**src/rtl/matrix_stream_driver_pkg.sv**
```systemverilog
// rtl/matrix_stream_driver_pkg.sv - shared widths, FSM encoding and result-word helper
package matrix_stream_driver_pkg;

  localparam int ELEM_W = 8;
  localparam int RES_W  = 16;
  localparam int N_ELEM = 9;

  typedef enum logic [1:0] {
    ST_LOAD   = 2'd0,
    ST_START  = 2'd1,
    ST_WAIT   = 2'd2,
    ST_STREAM = 2'd3
  } state_t;

  // Pull result element idx out of a packed C vector.
  function automatic logic [RES_W-1:0] res_word(
    input logic [N_ELEM*RES_W-1:0] vec,
    input logic [3:0]              idx
  );
    return vec[idx*RES_W +: RES_W];
  endfunction

endpackage

```
**src/rtl/matrix_stream_driver.sv**
```systemverilog
// rtl/matrix_stream_driver.sv - loads A/B byte stream, runs a 3x3 multiply, streams C words
module matrix_stream_driver
  import matrix_stream_driver_pkg::*;
#(
  parameter int TIMEOUT_CYC = 255
) (
  input  logic                     clk,
  input  logic                     reset_n,
  input  logic                     s_valid,
  input  logic [ELEM_W-1:0]        s_data,
  output logic                     s_ready,
  output logic                     mm_start,
  output logic [N_ELEM*ELEM_W-1:0] mm_A,
  output logic [N_ELEM*ELEM_W-1:0] mm_B,
  input  logic [N_ELEM*RES_W-1:0]  mm_C,
  input  logic                     mm_done,
  output logic                     m_valid,
  output logic [RES_W-1:0]         m_data,
  output logic                     m_last,
  input  logic                     m_ready,
  output logic                     err
);

  localparam int CNT_W = (TIMEOUT_CYC < 2) ? 1 : $clog2(TIMEOUT_CYC + 1);
  localparam logic [CNT_W-1:0] WAIT_LIMIT = CNT_W'(TIMEOUT_CYC);
  localparam logic [4:0]       LAST_BYTE  = 5'(2 * N_ELEM - 1);
  localparam logic [4:0]       B_BASE     = 5'(N_ELEM);
  localparam logic [3:0]       LAST_WORD  = 4'(N_ELEM - 1);

  state_t                   state;
  logic [4:0]               n;
  logic [3:0]               k;
  logic [CNT_W-1:0]         wait_cnt;
  logic [N_ELEM*RES_W-1:0]  c_reg;

  logic [4:0] n_minus_b;
  logic [3:0] elem_idx;
  logic [3:0] k_nxt;
  logic       load_is_a;

  always_comb begin
    n_minus_b = n - B_BASE;
    load_is_a = (n < B_BASE);
    elem_idx  = load_is_a ? n[3:0] : n_minus_b[3:0];
    k_nxt     = k + 4'd1;
  end

  always_ff @(posedge clk or negedge reset_n) begin
    if (!reset_n) begin
      state    <= ST_LOAD;
      n        <= '0;
      k        <= '0;
      wait_cnt <= '0;
      mm_A     <= '0;
      mm_B     <= '0;
      c_reg    <= '0;
      mm_start <= 1'b0;
      m_valid  <= 1'b0;
      m_data   <= '0;
      m_last   <= 1'b0;
      err      <= 1'b0;
      s_ready  <= 1'b1;
    end else begin
      mm_start <= 1'b0;
      err      <= 1'b0;
      case (state)
        ST_LOAD: begin
          if (s_valid && s_ready) begin
            if (load_is_a) begin
              mm_A[elem_idx*ELEM_W +: ELEM_W] <= s_data;
            end else begin
              mm_B[elem_idx*ELEM_W +: ELEM_W] <= s_data;
            end
            if (n == LAST_BYTE) begin
              n        <= '0;
              s_ready  <= 1'b0;
              mm_start <= 1'b1;
              state    <= ST_START;
            end else begin
              n <= n + 5'd1;
            end
          end
        end

        ST_START: begin
          wait_cnt <= '0;
          state    <= ST_WAIT;
        end

        // mm_done wins over the timeout when both land on the same cycle.
        ST_WAIT: begin
          if (mm_done) begin
            c_reg   <= mm_C;
            m_valid <= 1'b1;
            m_data  <= res_word(mm_C, 4'd0);
            m_last  <= 1'b0;
            k       <= '0;
            state   <= ST_STREAM;
          end else if (wait_cnt == WAIT_LIMIT) begin
            err      <= 1'b1;
            n        <= '0;
            wait_cnt <= '0;
            s_ready  <= 1'b1;
            state    <= ST_LOAD;
          end else begin
            wait_cnt <= wait_cnt + 1'b1;
          end
        end

        ST_STREAM: begin
          if (m_ready) begin
            if (k == LAST_WORD) begin
              k       <= '0;
              m_valid <= 1'b0;
              m_data  <= '0;
              m_last  <= 1'b0;
              s_ready <= 1'b1;
              state   <= ST_LOAD;
            end else begin
              k      <= k_nxt;
              m_data <= res_word(c_reg, k_nxt);
              m_last <= (k_nxt == LAST_WORD);
            end
          end
        end

        default: begin
          s_ready <= 1'b1;
          state   <= ST_LOAD;
        end
      endcase
    end
  end

endmodule

```
**config.mk**
```make
export PLATFORM = sky130hd
export DESIGN_NAME = matrix_stream_driver
export DESIGN_NICKNAME = d
export VERILOG_FILES = /design/src/rtl/matrix_stream_driver_pkg.sv /design/src/rtl/matrix_stream_driver.sv
export SDC_FILE = /design/constraint.sdc
export NUM_CORES = 1
export LEC_CHECK = 0
export CAP_MARGIN = 20
export CORE_MARGIN = 2
export CORE_UTILIZATION = 55
export DETAILED_ROUTE_END_ITERATION = 6
export PLACE_DENSITY = 0.95
export SYNTH_ARGS = -nofsm -noshare
export SYNTH_HDL_FRONTEND = slang
export SYNTH_SLANG_ARGS = --single-unit
export TNS_END_PERCENT = 20
```
**constraint.sdc**
```tcl
create_clock -name clk -period 6.1 [get_ports clk]
set_input_delay 1.525 -clock clk [delete_from_list [all_inputs] [get_ports clk]]
set_output_delay 1.525 -clock clk [all_outputs]
set_load 0.01 [all_outputs]
```
==> flow_summary.toml, run 1 <==
[worst_setup_path]
crit_slowest_cell = "dfrtp_1"
cp_data_arrival_time_ns = 4.23
crit_family = "simple AND/OR/NAND/NOR gates"
cp_max_fo = 15
crit_path_cell_trace = "inv_1 -> ha_1 -> o21ai_0 -> nand2_1 -> nand2_1 -> nor2_1 -> ha_1 -> inv_1 -> nor2_1 -> nand4_1 -> mux2_2"
end_kind = "flop"
r2r_cells = 11
r2r_setup_slack_ns = 2.26
crit_type = "reg -> reg"
crit_buf_inv = 2
required_ns = 6.49
cpPeakStageDelay_ns = 0.65
startpoint_type = "flop"
r2r-end = "mm_A[17]$_DFFE_PN0P_"
regToRegStartpoint = "n[0]$_DFFE_PN0P_"

[place]
dp_hpwl_mm = 27.3
place_congestion = 0.938
place_ws_ns = 2.08
io_buffer_count = 321

[yosys]
ys.flop_type = "dfrtp_1"
ys_types = 57
synth_top_area_share_pct = 56.8
yosys_warnings = 0
synth_enable_flop_cells = 0
syn_avg_cell_area_sq_um = 13.8
ys_seq_area_share_pct = 57.0
yosysTopAreaCell = "dfrtp_1"
synth_cells = 1043
synth_area_leaders = "dfrtp_1 (57%), mux2_2 (21%), mux4_2 (5.0%), nand2_1 (2.0%), a22oi_1 (1.7%)"
synth_seq_cells = 328
syn-cell-area_sq_mm = 0.0144
synthArstFlopShare_pct = 100
synthesis.nets = 1209

[route]
drtPass1Iterations = 5
drt.antenna.violating_nets = 0
dr_total_vias = 10269
drt-initial-drc-count = 1050
wirelength_mm = 40.1
drc = 0
drt-vias-per-instance = 5.96
avgRoutedWirePerCell_microns = 23.3

[clocking]
clock-sinks = 328
clk_pin_slew_ns = 0.06
postCtsSetupRepairBufs = 0
insertion_delay_ns = 0.51
cts_root_buffer = "clkbuf_16"
holdBufCountCts = 0
h-tree-depth = 2
post_cts_resized = 0
cts.path.max_buffers = 3
cts_buffers = 35
cts_tree = "yes"

[timing]
hold_ws_ns = 0.475
rsz0062_at_grt = "false"
min_period_over_period_pct = 62.9
min_period_ns = 3.84
setup_violations = 0
max_slew_margin_pct = 26.9
tightest_slew_ns = 1.10
hold_viol = 0
fin_skew_ns = 0.0146
max_freq_ghz = 0.261
finalMaxSlewViolations = 0
setup_ws_ns = 2.26
setup_tns_ns = 0

[global_route]
antenna_found_initial = 2
track_usage_pct = 29.6
grt_max_degree = 139
grt_pass1_vias = 11008
grt_pass1_wl_mm = 64.3
overflow = 0

[pwr]
power.density_mw_per_mm2 = 434
leakage_nw = 8.47
fin_total_pwr_mw = 8.31
max-vdd-ir-drop_v = 0.000375

[outcome]
status = "finished, final reports clean"

[die]
die_w_microns = 166
fp.dieH_microns = 166
die-area_sq_mm = 0.0275
core_area_sq_mm = 0.0259
num_rows = 59
io_pins = 322
start_util_pct = 55.6

[layout]
postLayoutCoreUtil_pct = 73.9
nets = 1526
largest_reg_flops = 144
drive_above_1_share_pct = 27.9
area_growth_pct = 33.0

[hold_path]
worstHoldStart = "wait_cnt[7]$_DFFE_PN0P_"
hold_class = "reg -> reg"
min_to = "wait_cnt[7]$_DFFE_PN0P_"
whs_path_depth = 1

[job]
drv_cap = 0
## worst register-to-register path, delay by kind of cell, from the launching register on
kind / cells / cell delay (ns)
DFF: 1 / 0.65
and+or+nand+nor: 5 / 1.53
buffers and inverters: 2 / 0.26
AOI/OAI and AO/OA: 1 / 0.11
adders and majority gates: 2 / 0.68
muxes: 1 / 0.51
## power by group
group	leakage, nW	internal [mW]	switching, mW
sequential	4.13	2.81	0.452
combinational	3.75	1.48	1.37
clock	0.592	1.34	0.860
total	8.47	5.63	2.68
## Yosys cell counts, drive strengths merged (2+ instances only)
master,instances
mux4,32
nand3,13
or2,2
nand4,10
nor3,11
a21o,2
o211a,3
o211ai,3
xor2,6
nand2,78
inv,27
xnor2,3
mux2i,18
and3,6
a21oi,10
o21ai,35
a22oi,32
nor3b,2
nor2,24
a31oi,2
ha,9
nor4,9
nor2b,2
nand2b,3
o31ai,4
dfrtp,327
mux2,273
clkbuf,37
buf,13
a21boi,2
and2,29
or3,2
o21a,2
## cell families after synthesis
logic type	after synthesis	synth area share, %
buffers and inverters	77	2.14
adders and majority gates	9	0.782
and+or+nand+nor	195	7.24
AOI/OAI and AO/OA	102	4.72
muxes	323	27.6
DFF	328	57.0
xor gates and xnor gates	9	0.547
## placed cells by master, fill, tap and decap left out, types with 5 or more instances in the layout
cell type / count
dfrtp_1: 326
clkdlybuf4s50_1: 320
mux2_2: 272
nand2_1: 77
clkbuf_16: 36
o21ai_0: 33
mux4_2: 32
a22oi_1: 32
inv_1: 27
and2_1: 27
nor2_1: 23
mux2i_1: 18
nand3_1: 13
nand4_1: 10
clkbuf_8: 10
a21oi_1: 9
nor3_1: 9
ha_1: 9
clkbuf_1: 9
buf_4: 7
and3_1: 6
xor2_1: 6
nor4_4: 5
## stage by stage
step | cell area, sq um | cells
2_1_floorplan | 14400 | 1043
6_report | 19200 | 1722
3_3_place_gp | 18000 | 1658
3_5_place_dp | 18000 | 1658
5_1_grt | 19200 | 1722
4_1_cts | 19200 | 1721
## cell type report
type	instances	area, sq um
sequential	328	8210
fill	1460	6750
multi-input combinational	638	5910
timing repair buffer	330	3310
clock buffer	55	1070
tap	335	419
clock inverter	8	130
inverter	27	101
antenna	1	2.50
## metal layers
metal	GRT usage, %	wire length (microns)	up-vias
met2	51.1	20500	480
met5	0	11	-
met4	11.6	1630	2
met1	36.2	15100	5266
met3	6.94	2840	105
li1	-	-	4416
## how the worst max path moves through the flow
| stage | from | endpoint | slack, ns | depth (start not counted) |
|---|---|---|---|---|
| 2_1_floorplan | n[0]$_DFFE_PN0P_ | mm_B[56]$_DFFE_PN0P_ | 2.77 | 12 |
| 3_3_place_gp | s_valid | mm_B[60]$_DFFE_PN0P_ | 2.19 | 6 |
| 3_5_place_dp | s_valid | mm_B[62]$_DFFE_PN0P_ | 2.08 | 6 |
| 4_1_cts | n[3]$_DFFE_PN0P_ | mm_A[12]$_DFFE_PN0P_ | 2.29 | 10 |
| 5_1_grt | n[0]$_DFFE_PN0P_ | mm_B[50]$_DFFE_PN0P_ | 2.00 | 11 |
| 6_report | n[0]$_DFFE_PN0P_ | mm_A[17]$_DFFE_PN0P_ | 2.26 | 11 |
Note: power is estimated with default switching activity, not from simulation.
==> run 2: changes to the inputs <==
Settings changed: CORE_UTILIZATION 55 to 51, PLACE_DENSITY 0.95 to 0.91.
Clock period 6.1 ns to 3.9 ns, I/O delays scaled along.
==> flow_summary.toml, run 2 (synthesized netlist as in run 1, its figures left out) <==
[die]
fp.dieH_microns = 172
num_rows = 61
core_area_sq_mm = 0.0278
start_util_pct = 51.9
die_w_microns = 172
io_pins = 322
die-area_sq_mm = 0.0296

[clocking]
clk_pin_slew_ns = 0.06
holdBufCountCts = 0
insertion_delay_ns = 0.52
cts.path.max_buffers = 3
cts_root_buffer = "clkbuf_16"
cts_buffers = 35
postCtsSetupRepairBufs = 0
post_cts_resized = 0
cts_tree = "yes"
h-tree-depth = 2
clock-sinks = 328

[worst_setup_path]
startpoint_type = "flop"
end_kind = "flop"
critPathLaunch = "n[3]$_DFFE_PN0P_"
cpMostUsedCell = "inv_1"
regToRegStartpoint = "n[3]$_DFFE_PN0P_"
required_ns = 4.30
cpPeakStageDelay_ns = 0.55
crit_slowest_cell = "dfrtp_1"
cp_data_arrival_time_ns = 4.01
cp_max_fo = 18
crit_path_cell_trace = "or2_1 -> and2_0 -> a21oi_2 -> inv_1 -> ha_1 -> inv_1 -> nor2_1 -> o211ai_2 -> nor4_4 -> mux2_2"
crit_type = "reg -> reg"

[pwr]
leakage_nw = 8.57
power.density_mw_per_mm2 = 662
comb_power_share_pct = 35.1
p_switching_mw = 4.05
pwr-share-seq_pct = 39.1
power.share.switching_pct = 31.6
max-vdd-ir-drop_v = 0.000489
clkPwrFrac_pct = 25.9
internal_power_mw = 8.77

[route]
drc = 0
drt.antenna.violating_nets = 0
wirelength_mm = 38.8
drt-initial-drc-count = 693
avgRoutedWirePerCell_microns = 21.8
drt-vias-per-instance = 5.68
dr_total_vias = 10132
drtPass1Iterations = 4

[hold_path]
hold_class = "in -> async"

[layout]
postLayoutCoreUtil_pct = 69.7
area_growth_pct = 34.4
nets = 1549
layout.cells.non_filler = 1783
nFillCells = 1863
largest_reg_flops = 144
final_area_sq_mm = 0.0194
final_cell_mix = "dfrtp_1 (326), clkdlybuf4s50_1 (320), mux2_2 (272), nand2_1 (77), clkbuf_16 (36)"
multiInputGateArea_sq_mm = 0.00592
diodes = 0
final_common_cell = "dfrtp_1"
seqCellArea_sq_mm = 0.00821
drive_above_1_share_pct = 29.0

[global_route]
grt_pass1_wl_mm = 60.6
grt_busiest_layer = "met2"
met2_usage_pct = 45.4
grt_use_met1_pct = 31.7
overflow = 0
grt_pass1_vias = 10727
antenna_found_initial = 1
track_usage_pct = 26.6
grt_use_met3_pct = 7.94
grt_max_degree = 101

[place]
dp_hpwl_mm = 27.2
place_area_sq_mm = 0.0182
io_buffer_count = 321
dp.cells = 1724
place_congestion = 0.871

[timing]
hold_viol = 0
max_slew_margin_pct = 32.4
setup_tns_ns = 0
finalMaxSlewViolations = 0
tightest_slew_ns = 1.01
min_period_ns = 3.61
min_period_over_period_pct = 92.6
rsz0062_at_grt = "false"
setup_violations = 0
fin_skew_ns = 0.0350
max_freq_ghz = 0.277

[job]
drv_cap = 0

[outcome]
status = "finished, final reports clean"
==> run 2: changes by cell type in the layout (fill, tap and decap cells not counted), sizes merged <==
cell    previous run  this run
buf               10        33
clkbuf            55        50
clkinv             4         5
diode              1         0
==> run 2: area by class of cell <==
type,count,area share (%)
Sequential cell,328,42.4
Clock inverter,9,0.717
Tap cell,378,2.44
Multi-Input combinational cell,638,30.6
Inverter,27,0.523
Clock buffer,50,5.18
Timing Repair Buffer,353,18.2
==> run 2: final timing paths <==
path	cells after the start	slack, ns	endpoint
max	10	0.29	mm_B[8]$_DFFE_PN0P_
min	1	0.44	mm_A[33]$_DFFE_PN0P_
max reg2reg	10	0.29	mm_B[8]$_DFFE_PN0P_
min reg2reg	2	0.47	s_ready$_DFFE_PN1P_
max in group asynchronous	2	2.56	c_reg[28]$_DFFE_PN0P_
min in group clk	2	0.47	s_ready$_DFFE_PN1P_
==> run 2: power by group through the flow <==
stage	clock network [mW]	registers, mW	logic, mW
floorplan	0	4.88	3.09
global placement	0	4.98	4.32
detailed placement	0	5.05	4.47
CTS	3.37	5.01	4.51
global route	3.51	5.12	4.88
finish	3.32	5.01	4.50
==> run 2: per-stage QoR <==
step                      hold slack, ns  total power [mW]  worst slack (ns)
after CTS                          0.461              12.9             0.304
after detailed placement           0.469              9.52             0.312
final                              0.443              12.8             0.289
after floorplan                    0.445              7.97             0.569
after global routing               0.497              13.5             0.105
after global placement             0.462              9.30             0.408
==> run 2: critical path, delay by kind of cell, from the launching register on <==
| family | cells | cell delay, ns |
|---|---|---|
| AND/OR/NAND/NOR | 4 | 1.31 |
| AO/OA/AOI/OAI | 2 | 0.57 |
| flip-flops | 1 | 0.55 |
| adder cells (fa/ha/maj) | 1 | 0.45 |
| multiplexers | 1 | 0.41 |
| buffers and inverters | 2 | 0.23 |
==> run 2: per-layer routing <==
layer	routed length, microns	part of all wire, %
met1	14600	38
met3	3370	8.7
met2	19400	50
met5	13	0.033
met4	1520	3.9
